### src/rtl/syn_seg_scan_pkg.sv
// Shared display constants: digit count, blank pattern and active-low hex segment table.
package syn_seg_scan_pkg;

  typedef logic [6:0] seg_t;

  localparam int unsigned NumDigits = 8;
  localparam int unsigned IdxW      = 3;
  localparam seg_t        SegBlank  = 7'h7F;

  // Index is the nibble value; bit0 = a ... bit6 = g, low = lit.
  localparam seg_t SegHex [16] = '{
    7'h40, 7'h79, 7'h24, 7'h30, 7'h19, 7'h12, 7'h02, 7'h78,
    7'h00, 7'h10, 7'h08, 7'h03, 7'h46, 7'h21, 7'h06, 7'h0E
  };

endpackage

### src/rtl/syn_seg_scan_hex7seg.sv
// Combinational hex nibble to active-low seven-segment decode.
module cmb_hex7seg
  import syn_seg_scan_pkg::*;
(
  input  logic [3:0] i_nibble,
  output logic [6:0] o_seg_n
);

  always_comb begin
    o_seg_n = SegHex[i_nibble];
  end

endmodule

### src/rtl/syn_seg_scan.sv
// Eight-digit multiplexed seven-segment scanner with per-frame latching and leading-zero blanking.
module syn_seg_scan
  import syn_seg_scan_pkg::*;
#(
  parameter int unsigned ScanDiv   = 50000,
  parameter bit          LeadBlank = 1'b1
) (
  input  logic        clk,
  input  logic        rst,
  input  logic [31:0] data,
  input  logic        halt,
  input  logic        freeze,
  output logic [7:0]  an_n,
  output logic [6:0]  seg_n,
  output logic        dp_n
);

  localparam logic [15:0] TickAt = 16'(ScanDiv - 1);

  logic [15:0]     r_presc;
  logic [IdxW-1:0] r_idx;
  logic [31:0]     r_data_q;

  logic            w_tick;
  logic [4:0]      w_shift;
  logic [3:0]      w_nibble;
  logic [31:0]     w_upper;
  logic            w_blank;
  logic [6:0]      w_seg_dec;

  always_comb begin
    w_tick   = (r_presc == TickAt);
    w_shift  = {r_idx, 2'b00};
    w_nibble = r_data_q[w_shift +: 4];
    w_upper  = r_data_q >> w_shift;
    // Digit 0 always shows, so a zero frame still displays "0".
    w_blank  = LeadBlank && (r_idx != '0) && (w_upper == '0);
  end

  cmb_hex7seg u_dec (
    .i_nibble (w_nibble),
    .o_seg_n  (w_seg_dec)
  );

  always_ff @(posedge clk or posedge rst) begin
    if (rst) begin
      r_presc  <= '0;
      r_idx    <= '0;
      r_data_q <= '0;
    end else begin
      if (w_tick) begin
        r_presc <= '0;
        r_idx   <= r_idx + 1'b1;
        // Frame latch only at the 7->0 wrap keeps a frame from tearing.
        if ((r_idx == IdxW'(NumDigits - 1)) && !freeze) begin
          r_data_q <= data;
        end
      end else begin
        r_presc <= r_presc + 16'd1;
      end
    end
  end

  always_ff @(posedge clk or posedge rst) begin
    if (rst) begin
      an_n  <= '1;
      seg_n <= SegBlank;
      dp_n  <= 1'b1;
    end else begin
      an_n  <= ~(8'd1 << r_idx);
      seg_n <= w_blank ? SegBlank : w_seg_dec;
      dp_n  <= ~((r_idx == '0) && halt);
    end
  end

endmodule
### config.mk
export PLATFORM = sky130hd
export DESIGN_NAME = syn_seg_scan
export DESIGN_NICKNAME = d
export VERILOG_FILES = /design/src/rtl/syn_seg_scan_pkg.sv /design/src/rtl/syn_seg_scan_hex7seg.sv /design/src/rtl/syn_seg_scan.sv
export SDC_FILE = /design/constraint.sdc
export NUM_CORES = 1
export LEC_CHECK = 0
export ABC_AREA = 0
export CAP_MARGIN = 25
export CORE_AREA = 5 5 111 87
export CTS_CLUSTER_DIAMETER = 60
export DETAILED_ROUTE_END_ITERATION = 8
export DIE_AREA = 0 0 116 92
export PLACE_DENSITY = 0.71
export SYNTH_ARGS = -nofsm -noshare
export SYNTH_HDL_FRONTEND = slang
export SYNTH_SLANG_ARGS = --single-unit
export TNS_END_PERCENT = 30
### constraint.sdc
create_clock -name clk -period 3.4 [get_ports clk]
set_clock_uncertainty 0.15 [all_clocks]
set_input_delay 0.68 -clock clk [delete_from_list [all_inputs] [get_ports clk]]
set_output_delay 0.68 -clock clk [all_outputs]
set_load 0.005 [all_outputs]
==> results_tabular.tex <==
\begin{tabular}{lr}
\hline
Metric & Value \\
\hline
\multicolumn{2}{l}{\textbf{Timing}} \\
\quad Worst slew margin & 56.35\% \\
\quad Maximum operating frequency & $\sim$350 MHz \\
\quad Slew at the pin with the worst max-slew slack & between 600 and 700 ps \\
\quad Summed negative setup slack over all endpoints & 0 ps \\
\quad Setup violations, final & 0 \\
\quad Final clock period utilization by the worst path & about 85\% \\
\quad Setup repair after global routing missed its margin & false \\
\quad Fin. Hold Viols & 0 \\
\quad Count of final max-slew check failures & 0 \\
\quad Final Critical Period & about 2900 ps \\
\multicolumn{2}{l}{\textbf{Final layout}} \\
\quad Total of fill cells in the finished design & 738 \\
\quad ANT cells & 0 \\
\quad Final Net Count & 388 \\
\quad P\&R area growth vs syn & 26.81\% \\
\quad Finished layout cell area & approximately 0.0044 mm2 \\
\quad Fraction of layout instances using a drive strength above 1 & 25.29\% \\
\multicolumn{2}{l}{\textbf{GRT}} \\
\quad Total Routing Usage GR & between 10\% and 20\% \\
\quad Maximum number of pins on one net before global-route repair & 37 \\
\quad Via count of the first global-routing pass & roughly 2,400 \\
\quad Global-route wire length before repair & $\sim$12 mm \\
\quad Number of antenna violations at the first check in global routing & 0 \\
\quad Global route total overflow & 0 \\
\multicolumn{2}{l}{\textbf{Die}} \\
\quad Effective utilization at floorplan & roughly 41\% \\
\quad Io pins & 52 \\
\quad \# rows & 29 \\
\quad Die Span Y & a little over 90 um \\
\quad Die X & about 120 um \\
\quad Die area & around 0.011 mm2 \\
\quad Area inside the core boundary & 0.008346 mm2 \\
\multicolumn{2}{l}{\textbf{Synthesis}} \\
\quad Synth Instances & roughly 280 \\
\quad Mean Syn Cell Area & between 10 and 15 um2 \\
\quad Count of distinct cell types in the synthesized netlist & between 40 and 50 \\
\quad Flip-flop and latch count after synthesis & 67 \\
\quad Part of the Yosys area used for sequential elements & around half \\
\quad Net Count, Synth & 330 \\
\quad Fraction of synthesized cell area taken by the top area cell type & $\sim$37\% \\
\quad Predominant post-synthesis flop cell & sky130\_fd\_sc\_hd\_\_dfrtp\_1 \\
\quad Number of flops mapped to enable cells by yosys & 0 \\
\quad Number of warnings printed during yosys synthesis & 0 \\
\quad Dominant cell type by area after synthesis & sky130\_fd\_sc\_hd\_\_dfrtp\_1 \\
\quad Cell area after synthesis & 0.003458 mm2 \\
\quad Fraction of registers with async set/reset & 100.0\% \\
\quad Main area contributors after synthesis & sky130\_fd\_sc\_hd\_\_dfrtp\_1, sky130\_fd\_sc\_hd\_\_dfstp\_2, sky130\_fd\_sc\_hd\_\_mux2\_2 \\
\multicolumn{2}{l}{\textbf{Outcome}} \\
\quad Outcome & finished clean \\
\multicolumn{2}{l}{\textbf{Critical path}} \\
\quad Max incr delay on CP & 660 ps \\
\quad Crit-path max FO & 13 \\
\quad Delay-heaviest family, CP & multiplexers \\
\quad Arrival time reported for the critical path endpoint & 2990 ps \\
\quad Critical path startpoint category & flip-flop \\
\quad Category of the worst setup path capture point & flip-flop \\
\quad Cell with the biggest individual delay on the critical path & sky130\_fd\_sc\_hd\_\_dfrtp\_1 \\
\quad Worst EP required & 3500 ps \\
\quad Worst reg-to-reg path cell count & 8 \\
\quad Terminus of the critical flop-to-flop path & seg\_n[0] \\
\quad Buffers plus inverters on the worst setup path & 1 \\
\quad Category of the most critical setup path & flip-flop to flip-flop \\
\quad Crit path cell chain & mux4\_1 -> mux2i\_1 -> buf\_4 -> ha\_1 -> nand2\_1 -> a311oi\_1 -> nand4\_4 -> o22ai\_1 \\
\quad Setup slack on the worst flop-to-flop path & between 500 and 600 ps \\
\quad Worst flop-to-flop path startpoint & r\_idx[0] \\
\multicolumn{2}{l}{\textbf{Detailed routing}} \\
\quad 1st-iter DRT viols & 136 \\
\quad DRC errors left & 0 \\
\quad Routed via count divided by cell count & between 5 and 6 \\
\quad Detailed Routing Iterations Pass 1 & 4 \\
\quad Count of nets left with antenna violations after detail routing & 0 \\
\quad Routed wire length & $\sim$7.2 mm \\
\quad Vias after detailed routing & $\sim$2,400 \\
\quad Detail-routed net length per standard cell & between 15 and 20 um \\
\multicolumn{2}{l}{\textbf{Pwr}} \\
\quad Leakage power & a little under 2 nW \\
\quad Cell Pwr Density & 418.0 mW/mm2 \\
\quad Maximum resistive drop on vdd & roughly 0.24 mV \\
\multicolumn{2}{l}{\textbf{Flow run}} \\
\quad Max-Cap Viols & 0 \\
\multicolumn{2}{l}{\textbf{Clocking}} \\
\quad Clock tree from TritonCTS & done \\
\quad Master cell of the clock root buffer & sky130\_fd\_sc\_hd\_\_clkbuf\_16 \\
\quad TritonCTS buffer count & 9 \\
\quad Post CTS Setup Buffer Count & 0 \\
\quad Clock net sink count & 67 \\
\quad Post-cts repair resize count & 0 \\
\quad Clock H-tree levels & 3 \\
\quad Worst-path clk slew & about 60 ps \\
\quad Worst-case clock buffer depth & 2 \\
\quad Cts hold-fix bufs & 0 \\
\quad Worst-skew pair later-pin latency & 330 ps \\
\multicolumn{2}{l}{\textbf{Hold path}} \\
\quad Hold Crit Depth & 1 \\
\quad Hold worst-path end & r\_presc[0] \\
\quad Hold wc startpoint & r\_presc[0] \\
\quad Worst Hold Class & flip-flop to flip-flop \\
\multicolumn{2}{l}{\textbf{Placed design}} \\
\quad HPWL after DPL & 5.310 mm \\
\quad Post-DP Area & 0.004075 mm2 \\
\quad GPL Wtd Cong & about 0.90 \\
\quad Buffers added on ports & a little over 50 \\
\hline
\end{tabular}
[layout by cell type, fill, tap and decap left out, types with 3 or more instances in the layout]
cell,Yosys,final
sky130_fd_sc_hd__clkbuf_16,0,9
sky130_fd_sc_hd__a211oi_1,3,3
sky130_fd_sc_hd__buf_4,3,7
sky130_fd_sc_hd__xor2_1,10,10
sky130_fd_sc_hd__o22ai_1,3,3
sky130_fd_sc_hd__nand2_1,15,15
sky130_fd_sc_hd__mux2_2,33,33
sky130_fd_sc_hd__o21ai_1,5,5
sky130_fd_sc_hd__nor2_1,22,22
sky130_fd_sc_hd__o21ai_0,5,5
sky130_fd_sc_hd__dfstp_2,16,16
sky130_fd_sc_hd__dfrtp_1,51,51
sky130_fd_sc_hd__mux2i_1,8,8
sky130_fd_sc_hd__clkdlybuf4s50_1,0,51
sky130_fd_sc_hd__a21oi_1,4,4
sky130_fd_sc_hd__a22oi_1,4,4
sky130_fd_sc_hd__nor3_1,12,12
sky130_fd_sc_hd__mux4_2,8,8
sky130_fd_sc_hd__ha_1,13,13
sky130_fd_sc_hd__nand3_1,8,8
sky130_fd_sc_hd__inv_1,11,10
sky130_fd_sc_hd__nor4_1,7,7
sky130_fd_sc_hd__xnor2_1,5,5
[cells by family after synthesis]
family / synth area share (%)
AOI/OAI and AO/OA: 6.078
and+or+nand+nor: 11.94
DFF: 49.06
adders and majority gates: 4.703
xor gates and xnor gates: 3.799
buffers and inverters: 4.413
muxes: 20.01
[through the flow]
step           worst slack, ps  std cells  util [%]  hold slack [ps]  total power [mW]
6_report                 517.8        452     52.55            350.0             1.833
5_1_grt                  271.8        452     52.55            365.9             1.892
4_1_cts                  499.2        452     52.55            348.5             1.855
3_5_place_dp             534.2        436     48.83            336.4            0.8759
3_3_place_gp             688.8        436     48.83            331.1            0.8756
2_1_floorplan            736.8        281         -            305.1            0.8256
[cell usage after synthesis, types with 5 or more instances]
library cell and count:
sky130_fd_sc_hd__nor3_1 12, sky130_fd_sc_hd__nor4_1 7, sky130_fd_sc_hd__xnor2_1 5, sky130_fd_sc_hd__o21ai_0 5, sky130_fd_sc_hd__ha_1 13, sky130_fd_sc_hd__dfstp_2 16, sky130_fd_sc_hd__mux2i_1 8, sky130_fd_sc_hd__dfrtp_1 51
sky130_fd_sc_hd__nand2_1 15, sky130_fd_sc_hd__o21ai_1 5, sky130_fd_sc_hd__inv_1 11, sky130_fd_sc_hd__xor2_1 10, sky130_fd_sc_hd__mux2_2 33, sky130_fd_sc_hd__nand3_1 8, sky130_fd_sc_hd__buf_6 5, sky130_fd_sc_hd__mux4_2 8
sky130_fd_sc_hd__nor2_1 22
[metal layers]
layer | part of all wire, % | track usage, % | vias to the layer above
met4 | 1.3 | 4.058 | 0
li1 | - | - | 1127
met3 | 7.5 | 4.474 | 10
met2 | 43 | 20.31 | 87
met5 | 0 | 0 | -
met1 | 49 | 21.65 | 1155
[flip-flops by register name (all words and copies together), names as in the netlist]
register	count
r_data_q	32
r_presc	16
an_n	8
seg_n	7
r_idx	3
dp_n	1
[layout make-up]
| type | count | area (um2) | share of cell area [%] |
|---|---|---|---|
| flip-flops and latches | 67 | 1697 | 38.69 |
| well taps | 108 | 135.1 | 3.081 |
| multi-input cells | 190 | 1615 | 36.83 |
| clock inverters | 5 | 77.57 | 1.769 |
| clock buffers | 11 | 232.7 | 5.307 |
| repair buffers | 59 | 583.1 | 13.30 |
| inverters | 12 | 45.04 | 1.027 |
[power by group]
group	internal [mW]	switching [mW]
registers	0.800	0.000124
logic	0.0387	0.0219
clock network	0.639	0.333
total	1.48	0.355
[how the worst max path moves through the flow]
stage                to     start  slack [ps]  depth (start not counted)
6_report       seg_n[0]  r_idx[0]         520                          8
4_1_cts        seg_n[0]  r_idx[0]         500                          8
2_1_floorplan  seg_n[0]  r_idx[0]         740                          9
3_5_place_dp   seg_n[0]  r_idx[0]         530                          8
5_1_grt        seg_n[0]  r_idx[0]         270                          8
3_3_place_gp   seg_n[3]  r_idx[0]         690                          8
Power figures use the tool's default switching activity.
